`src/rtl/mult_exec_queued.sv`:
```
// Pipelined RV32M multiply unit feeding an in-order result FIFO toward the CDB.
// Issue is credit-gated so every result leaving the pipeline is guaranteed a free FIFO slot.
module mult_exec_queued #(
   parameter int XLEN        = 32,
   parameter int NUM_STAGES  = 3,
   parameter int QUEUE_DEPTH = 4,
   parameter int PREG_W      = 6,
   parameter int ROB_W       = 4
) (
   input  logic              clk,
   input  logic              rst,
   input  logic              flush,
   input  logic              issue_valid,
   output logic              issue_ready,
   input  logic [2:0]        issue_funct3,
   input  logic [XLEN-1:0]   issue_ps1,
   input  logic [XLEN-1:0]   issue_ps2,
   input  logic [PREG_W-1:0] issue_pd,
   input  logic [4:0]        issue_rd,
   input  logic [ROB_W-1:0]  issue_rob_idx,
   input  logic [31:0]       issue_pc,
   output logic              cdb_valid,
   input  logic              cdb_dequeue,
   output logic [XLEN-1:0]   cdb_value,
   output logic [PREG_W-1:0] cdb_pd,
   output logic [4:0]        cdb_rd,
   output logic [ROB_W-1:0]  cdb_rob_idx,
   output logic [31:0]       cdb_pc,
   output logic [31:0]       cdb_pc_next
);

   localparam int PTR_W     = $clog2(QUEUE_DEPTH);
   localparam int OCC_W     = PTR_W + 1;
   localparam int CNT_W     = $clog2(NUM_STAGES + QUEUE_DEPTH + 1);
   localparam int PIPE_REGS = NUM_STAGES - 1;
   localparam int PROD_W    = 2 * XLEN + 2;

   typedef enum logic [1:0] {
      OP_MUL    = 2'b00,
      OP_MULH   = 2'b01,
      OP_MULHSU = 2'b10,
      OP_MULHU  = 2'b11
   } mul_op_e;

   typedef struct packed {
      logic [XLEN-1:0]   value;
      logic [PREG_W-1:0] pd;
      logic [4:0]        rd;
      logic [ROB_W-1:0]  rob_idx;
      logic [31:0]       pc;
   } entry_t;

   mul_op_e                  op;
   logic signed [XLEN:0]     opnd_a;
   logic signed [XLEN:0]     opnd_b;
   logic signed [PROD_W-1:0] wide_a;
   logic signed [PROD_W-1:0] wide_b;
   logic signed [PROD_W-1:0] product;
   logic [XLEN-1:0]          result;
   entry_t                   in_entry;
   logic                     accept;

   logic                     wr_valid;
   entry_t                   wr_entry;
   logic [CNT_W-1:0]         inflight;

   entry_t                   mem [QUEUE_DEPTH];
   logic [PTR_W-1:0]         wr_ptr;
   logic [PTR_W-1:0]         rd_ptr;
   logic [OCC_W-1:0]         occ;
   logic                     deq;
   entry_t                   head;

   logic                     unused_bits;

   // A single (XLEN+1)-bit signed multiply covers all four variants once the extension bit is chosen.
   always_comb begin
      op      = mul_op_e'(issue_funct3[1:0]);
      opnd_a  = {(op != OP_MULHU) & issue_ps1[XLEN-1], issue_ps1};
      opnd_b  = {((op == OP_MUL) || (op == OP_MULH)) & issue_ps2[XLEN-1], issue_ps2};
      wide_a  = PROD_W'(opnd_a);
      wide_b  = PROD_W'(opnd_b);
      product = wide_a * wide_b;
      result  = (op == OP_MUL) ? product[XLEN-1:0] : product[2*XLEN-1:XLEN];
   end

   assign unused_bits = ^{issue_funct3[2], product[PROD_W-1:2*XLEN]};

   always_comb begin
      in_entry         = '0;
      in_entry.value   = result;
      in_entry.pd      = issue_pd;
      in_entry.rd      = issue_rd;
      in_entry.rob_idx = issue_rob_idx;
      in_entry.pc      = issue_pc;
   end

   assign accept = issue_valid && issue_ready && !flush;

   // The FIFO write is the last of the NUM_STAGES registers, so only NUM_STAGES-1 live here.
   generate
      if (PIPE_REGS > 0) begin : g_pipe
         logic   pipe_valid [PIPE_REGS];
         entry_t pipe_data  [PIPE_REGS];

         always_ff @(posedge clk) begin
            if (rst || flush) begin
               for (int i = 0; i < PIPE_REGS; i++) begin
                  pipe_valid[i] <= 1'b0;
               end
            end else begin
               pipe_valid[0] <= accept;
               for (int i = 1; i < PIPE_REGS; i++) begin
                  pipe_valid[i] <= pipe_valid[i-1];
               end
            end
         end

         always_ff @(posedge clk) begin
            pipe_data[0] <= in_entry;
            for (int i = 1; i < PIPE_REGS; i++) begin
               pipe_data[i] <= pipe_data[i-1];
            end
         end

         always_comb begin
            inflight = '0;
            for (int i = 0; i < PIPE_REGS; i++) begin
               inflight = inflight + CNT_W'(pipe_valid[i]);
            end
         end

         assign wr_valid = pipe_valid[PIPE_REGS-1];
         assign wr_entry = pipe_data[PIPE_REGS-1];
      end else begin : g_direct
         assign inflight = '0;
         assign wr_valid = accept;
         assign wr_entry = in_entry;
      end
   endgenerate

   assign deq = cdb_dequeue && cdb_valid;

   always_ff @(posedge clk) begin
      if (rst || flush) begin
         wr_ptr <= '0;
         rd_ptr <= '0;
         occ    <= '0;
      end else begin
         if (wr_valid) begin
            wr_ptr <= wr_ptr + PTR_W'(1);
         end
         if (deq) begin
            rd_ptr <= rd_ptr + PTR_W'(1);
         end
         case ({wr_valid, deq})
            2'b10:   occ <= occ + OCC_W'(1);
            2'b01:   occ <= occ - OCC_W'(1);
            default: occ <= occ;
         endcase
      end
   end

   always_ff @(posedge clk) begin
      if (wr_valid) begin
         mem[wr_ptr] <= wr_entry;
      end
   end

   assign head      = mem[rd_ptr];
   assign cdb_valid = (occ != '0);

   // Data outputs are forced to zero whenever the queue is empty.
   always_comb begin
      cdb_value   = '0;
      cdb_pd      = '0;
      cdb_rd      = '0;
      cdb_rob_idx = '0;
      cdb_pc      = '0;
      cdb_pc_next = '0;
      if (cdb_valid) begin
         cdb_value   = head.value;
         cdb_pd      = head.pd;
         cdb_rd      = head.rd;
         cdb_rob_idx = head.rob_idx;
         cdb_pc      = head.pc;
         cdb_pc_next = head.pc + 32'd4;
      end
   end

   // Only registered state feeds the credit check, keeping cdb_dequeue off this path.
   assign issue_ready = (inflight + CNT_W'(occ)) < CNT_W'(QUEUE_DEPTH);

endmodule

```
`config.mk`:
```
export PLATFORM = sky130hd
export DESIGN_NAME = mult_exec_queued
export DESIGN_NICKNAME = d
export VERILOG_FILES = /design/src/rtl/mult_exec_queued.sv
export SDC_FILE = /design/constraint.sdc
export NUM_CORES = 2
export LEC_CHECK = 0
export ABC_AREA = 1
export BUFFER_PORTS_ARGS = -buffer_cell sky130_fd_sc_hd__buf_2
export CAP_MARGIN = 0
export CORE_ASPECT_RATIO = 1.25
export CORE_MARGIN = 2
export CORE_UTILIZATION = 35
export DETAILED_ROUTE_END_ITERATION = 10
export HOLD_SLACK_MARGIN = 0.02
export PLACE_DENSITY = 0.55
export SLEW_MARGIN = 30
export SYNTH_ARGS = -nofsm -noshare
export SYNTH_HDL_FRONTEND = slang
export SYNTH_SLANG_ARGS = --single-unit
```
`constraint.sdc`:
```
create_clock -name clk -period 8.9 [get_ports clk]
set_input_delay 0.89 -clock clk [delete_from_list [all_inputs] [get_ports clk]]
set_output_delay 0.89 -clock clk [all_outputs]
set_load 0.01 [all_outputs]
```
==> metrics.sh <==
MAXSLEWVIOLCOUNT=0
SETUP.WORST_PATH.CLASS='primary input to flop'
WORST_PATH_LARGEST_CELL_DELAY_NS=0.63
RR_WORST_DEPTH=9
SYN_AREA_MM2=0.0569
SYNTH.LIB_CELLS_USED.DISTINCT=43
CTSHTREEMAXLEVEL=2
CLK_PATH_BUF_DEPTH=3
IO_BUFFER_COUNT=230
FLOORPLAN.INITIALDENSITY=0.352
HOLDPATHSTAGES=0
LARGEST_FANOUT_ON_THE_CRITICAL_PATH=31
GRT_PASS1_VIAS=44250
FINAL_PERIOD_MINUS_WORST_SETUP_SLACK_NS=8.00
SYNTH-SEQ-AREA-SHARE=0.226
ROUTE.DETAILED.DRC=0
FILLER_CELL_COUNT=16435
CTS.REPAIR_TIMING.SETUP_BUFFER_COUNT=0
IOS=232
RUN_STATUS='completed'
SYNTH_LARGEST_TYPE_AREA_FRACTION=0.396
NETLIST_TOP_CELLS_COUNT='sky130_fd_sc_hd__nand2_1, sky130_fd_sc_hd__inv_1, sky130_fd_sc_hd__fa_1, sky130_fd_sc_hd__nor2_1, sky130_fd_sc_hd__edfxtp_1'
DRV.MAX_CAP_VIOLATION_COUNT=0
POST_SYNTH_INST_COUNT=6479
WORST-ENDPOINT-ARRIVAL_NS=8.41
CTS.HOLD.BUFFERS_ADDED=0
POST-ROUTE-PERIOD-UTIL=0.899
CLKSINKCOUNT=485
HOLD_VIOL=0
DESIGN.DIE.AREA_MM2=0.166
VIA_COUNT=41225
WORSTSKEWPAIRLATENCY_NS=0.57
ANTENNA_VIOLATING_NETS_POST_ROUTE=0
DETAIL_ROUTE.WIRELENGTH_UM=164000
WORST-PATH-STAGES=26
WORST_SLEW_MARGIN_REL=0.353
WHS_NS=0.322
SYN_TO_FINAL_GROWTH_PCT=8.98
PROPORTION_OF_LAYOUT_CELLS_WITH_A_DRIVE_SUFFIX_ABOVE_1=0.0708
FIN_SKEW_NS=0.0201
CTS_TREE='done'
DIE-HEIGHT_UM=455
DR.PASS1.ITERS=7
FINAL_NET_COUNT=8028
UNREPAIRED_SETUP_ENDPOINTS_AFTER_GLOBAL_ROUTING='no'
CRITICAL_PATH.STARTPOINT_TYPE='primary input'
WORST-SLEW-PIN-TRANSITION_NS=0.971
HOLD_PATH_CLASS='flop to flop'
FINALWEIGHTEDCONGESTION=0.936
CLKTRANSATPATHREGS_NS=0.06
CRITPATHREQUIREDTIME_NS=9.30
YOSYS_WARNINGS=0
POST_DRT_WL_PER_CELL_UM=18.7
GLOBAL_ROUTE_WIRE_LENGTH_BEFORE_REPAIR_UM=256000
ITER_0_DRT_VIOLATIONS=2453
SYNTHDOMINANTAREACELLTYPE='sky130_fd_sc_hd__fa_1'
SYNTH_EDF_COUNT=316
FRACTION_OF_SYNTHESIS_FLOPS_USING_AN_ASYNCHRONOUS_SET_OR_RESET_PIN=0
CRITICAL_PATH.ENDPOINT_TYPE='flop'
CRIT_BUF_INV=7
CRIT_FAMILY='adder cells'
POST_SYNTH.CELL_AREA_AVG_UM2=8.78
SYNTH_MOST_COMMON_CELL='sky130_fd_sc_hd__nand2_1'
MAPPEDNETLISTNETS=7943
CORE_MM2=0.162
FP-ROW-COUNT=165
GRT_START_MAX_NET_PINS=82
CTS-ROOT-BUF='sky130_fd_sc_hd__clkbuf_16'
WORST_PATH_MAX_DELAY_CELL='sky130_fd_sc_hd__fa_1'
SYNTH.TOP_CELLS.BY_AREA='sky130_fd_sc_hd__fa_1, sky130_fd_sc_hd__edfxtp_1, sky130_fd_sc_hd__nand2_1'
SYNTH.FF_LATCH_COUNT=485
VIASPERCELL=4.70
DETAILED_PLACER_S_ENDING_HPWL_UM=134000
CTS_INSERTED_BUFFERS=44
GROUTE.USAGE.OVERALL=0.202
GRT_ANTENNA_BEFORE_REPAIR=20
DIE_X_UM=365
CRIT_PATH_FREQUENT_CELL='sky130_fd_sc_hd__fa_1'
MOST_FREQUENTLY_USED_FLOP_MASTER_AFTER_SYNTHESIS='sky130_fd_sc_hd__edfxtp_1'
FINAL-SETUP-VIOL-COUNT=0
FIN_SETUP_TNS_NS=0
GRT.OVERFLOW.TOTAL=0
TOP_ACHIEVABLE_CLOCK_SPEED_GHz=0.125
CTS.REPAIR.RESIZED=0
[state kept, by name, indices dropped and copies added, names as in the netlist, named ones only]
signal	count
mem	316
rd_ptr	2
g_pipe.pipe_data	158
g_pipe.pipe_valid	2
wr_ptr	2
occ	3
[final cells by class]
type	count	area (um2)	share of cell area
Clock buffer	59	1210	0.0195
Tap cell	2171	2720	0.0438
Antenna cell	3	7.51	0.000121
Sequential cell	485	12900	0.208
Multi-Input combinational cell	4087	36700	0.592
Inverter	1603	6030	0.0973
Clock inverter	23	347	0.00559
Timing Repair Buffer	343	2080	0.0335
[worst register-to-register path: cells and delay by family (launching register included)]
family          cells  cell delay (ns)
compound gates      1             0.24
fa+ha+maj           2             0.60
buf+inv             4             1.17
flops               1             0.34
simple gates        2             0.32
[per-layer routing]
layer | up-vias | wire, um | track usage
li1 | 18967 | - | -
met1 | 20864 | 64600 | 0.239
met2 | 1086 | 85400 | 0.376
met3 | 292 | 7410 | 0.0204
met4 | 16 | 6720 | 0.0712
met5 | - | 95 | 0
[worst paths after layout]
path                                   startpoint                              end  slack, ns
hold reg to reg   g_pipe.pipe_data[0][10]$_DFF_P_  g_pipe.pipe_data[0][89]$_DFF_P_       0.32
setup reg to reg              occ[0]$_SDFFE_PP0P_              occ[1]$_SDFFE_PP0P_       6.14
setup / recovery                  issue_funct3[0]  g_pipe.pipe_data[0][59]$_DFF_P_       0.90
hold / removal    g_pipe.pipe_data[0][10]$_DFF_P_  g_pipe.pipe_data[0][89]$_DFF_P_       0.32
[stage by stage]
step	std cells	setup slack (ns)	instance area (um2)	util
CTS	8771	0.947	62000	0.383
global route	8773	0.504	62000	0.383
finish	8774	0.898	62000	0.383
detailed placement	8689	0.345	60400	0.374
floorplan	6479	1.19	56900	-
global placement	8689	0.304	60400	0.374
[cell families (layout without fill, tap and decap cells)]
kind of cell               after synthesis  after routing  synth area share
and+or+nand+nor                       2345           2345             0.162
buffers and inverters                 1907           2028             0.128
adders and majority gates             1345           1345             0.444
DFF                                    485            485             0.226
AOI/OAI and AO/OA                      372            372            0.0350
xor gates and xnor gates                25             25           0.00385
other                                    0              3                 0
[cells in the final DEF (no fill, tap or decap), drive strengths merged, types with 3 or more instances in the layout]
master and instances:
nand2 1629, inv 1607, fa 1126, nor2 492, buf 343, edfxtp 316, ha 219, o21ai 177
dfxtp 169, a21oi 162, nand3 156, clkbuf 59, nand4 21, xor2 20, nor3 15, o21bai 13
or2 12, nand3b 9, clkinv 9, bufinv 7, a32oi 6, xnor2 5, nor4 4, a31oi 4
o21a 4, a21o 4, nor3b 4, diode 3, clkinvlp 3
Power is left out: the tool's default activity adds up to more than one toggle a clock period on the data nets, which glitch-free logic cannot reach.
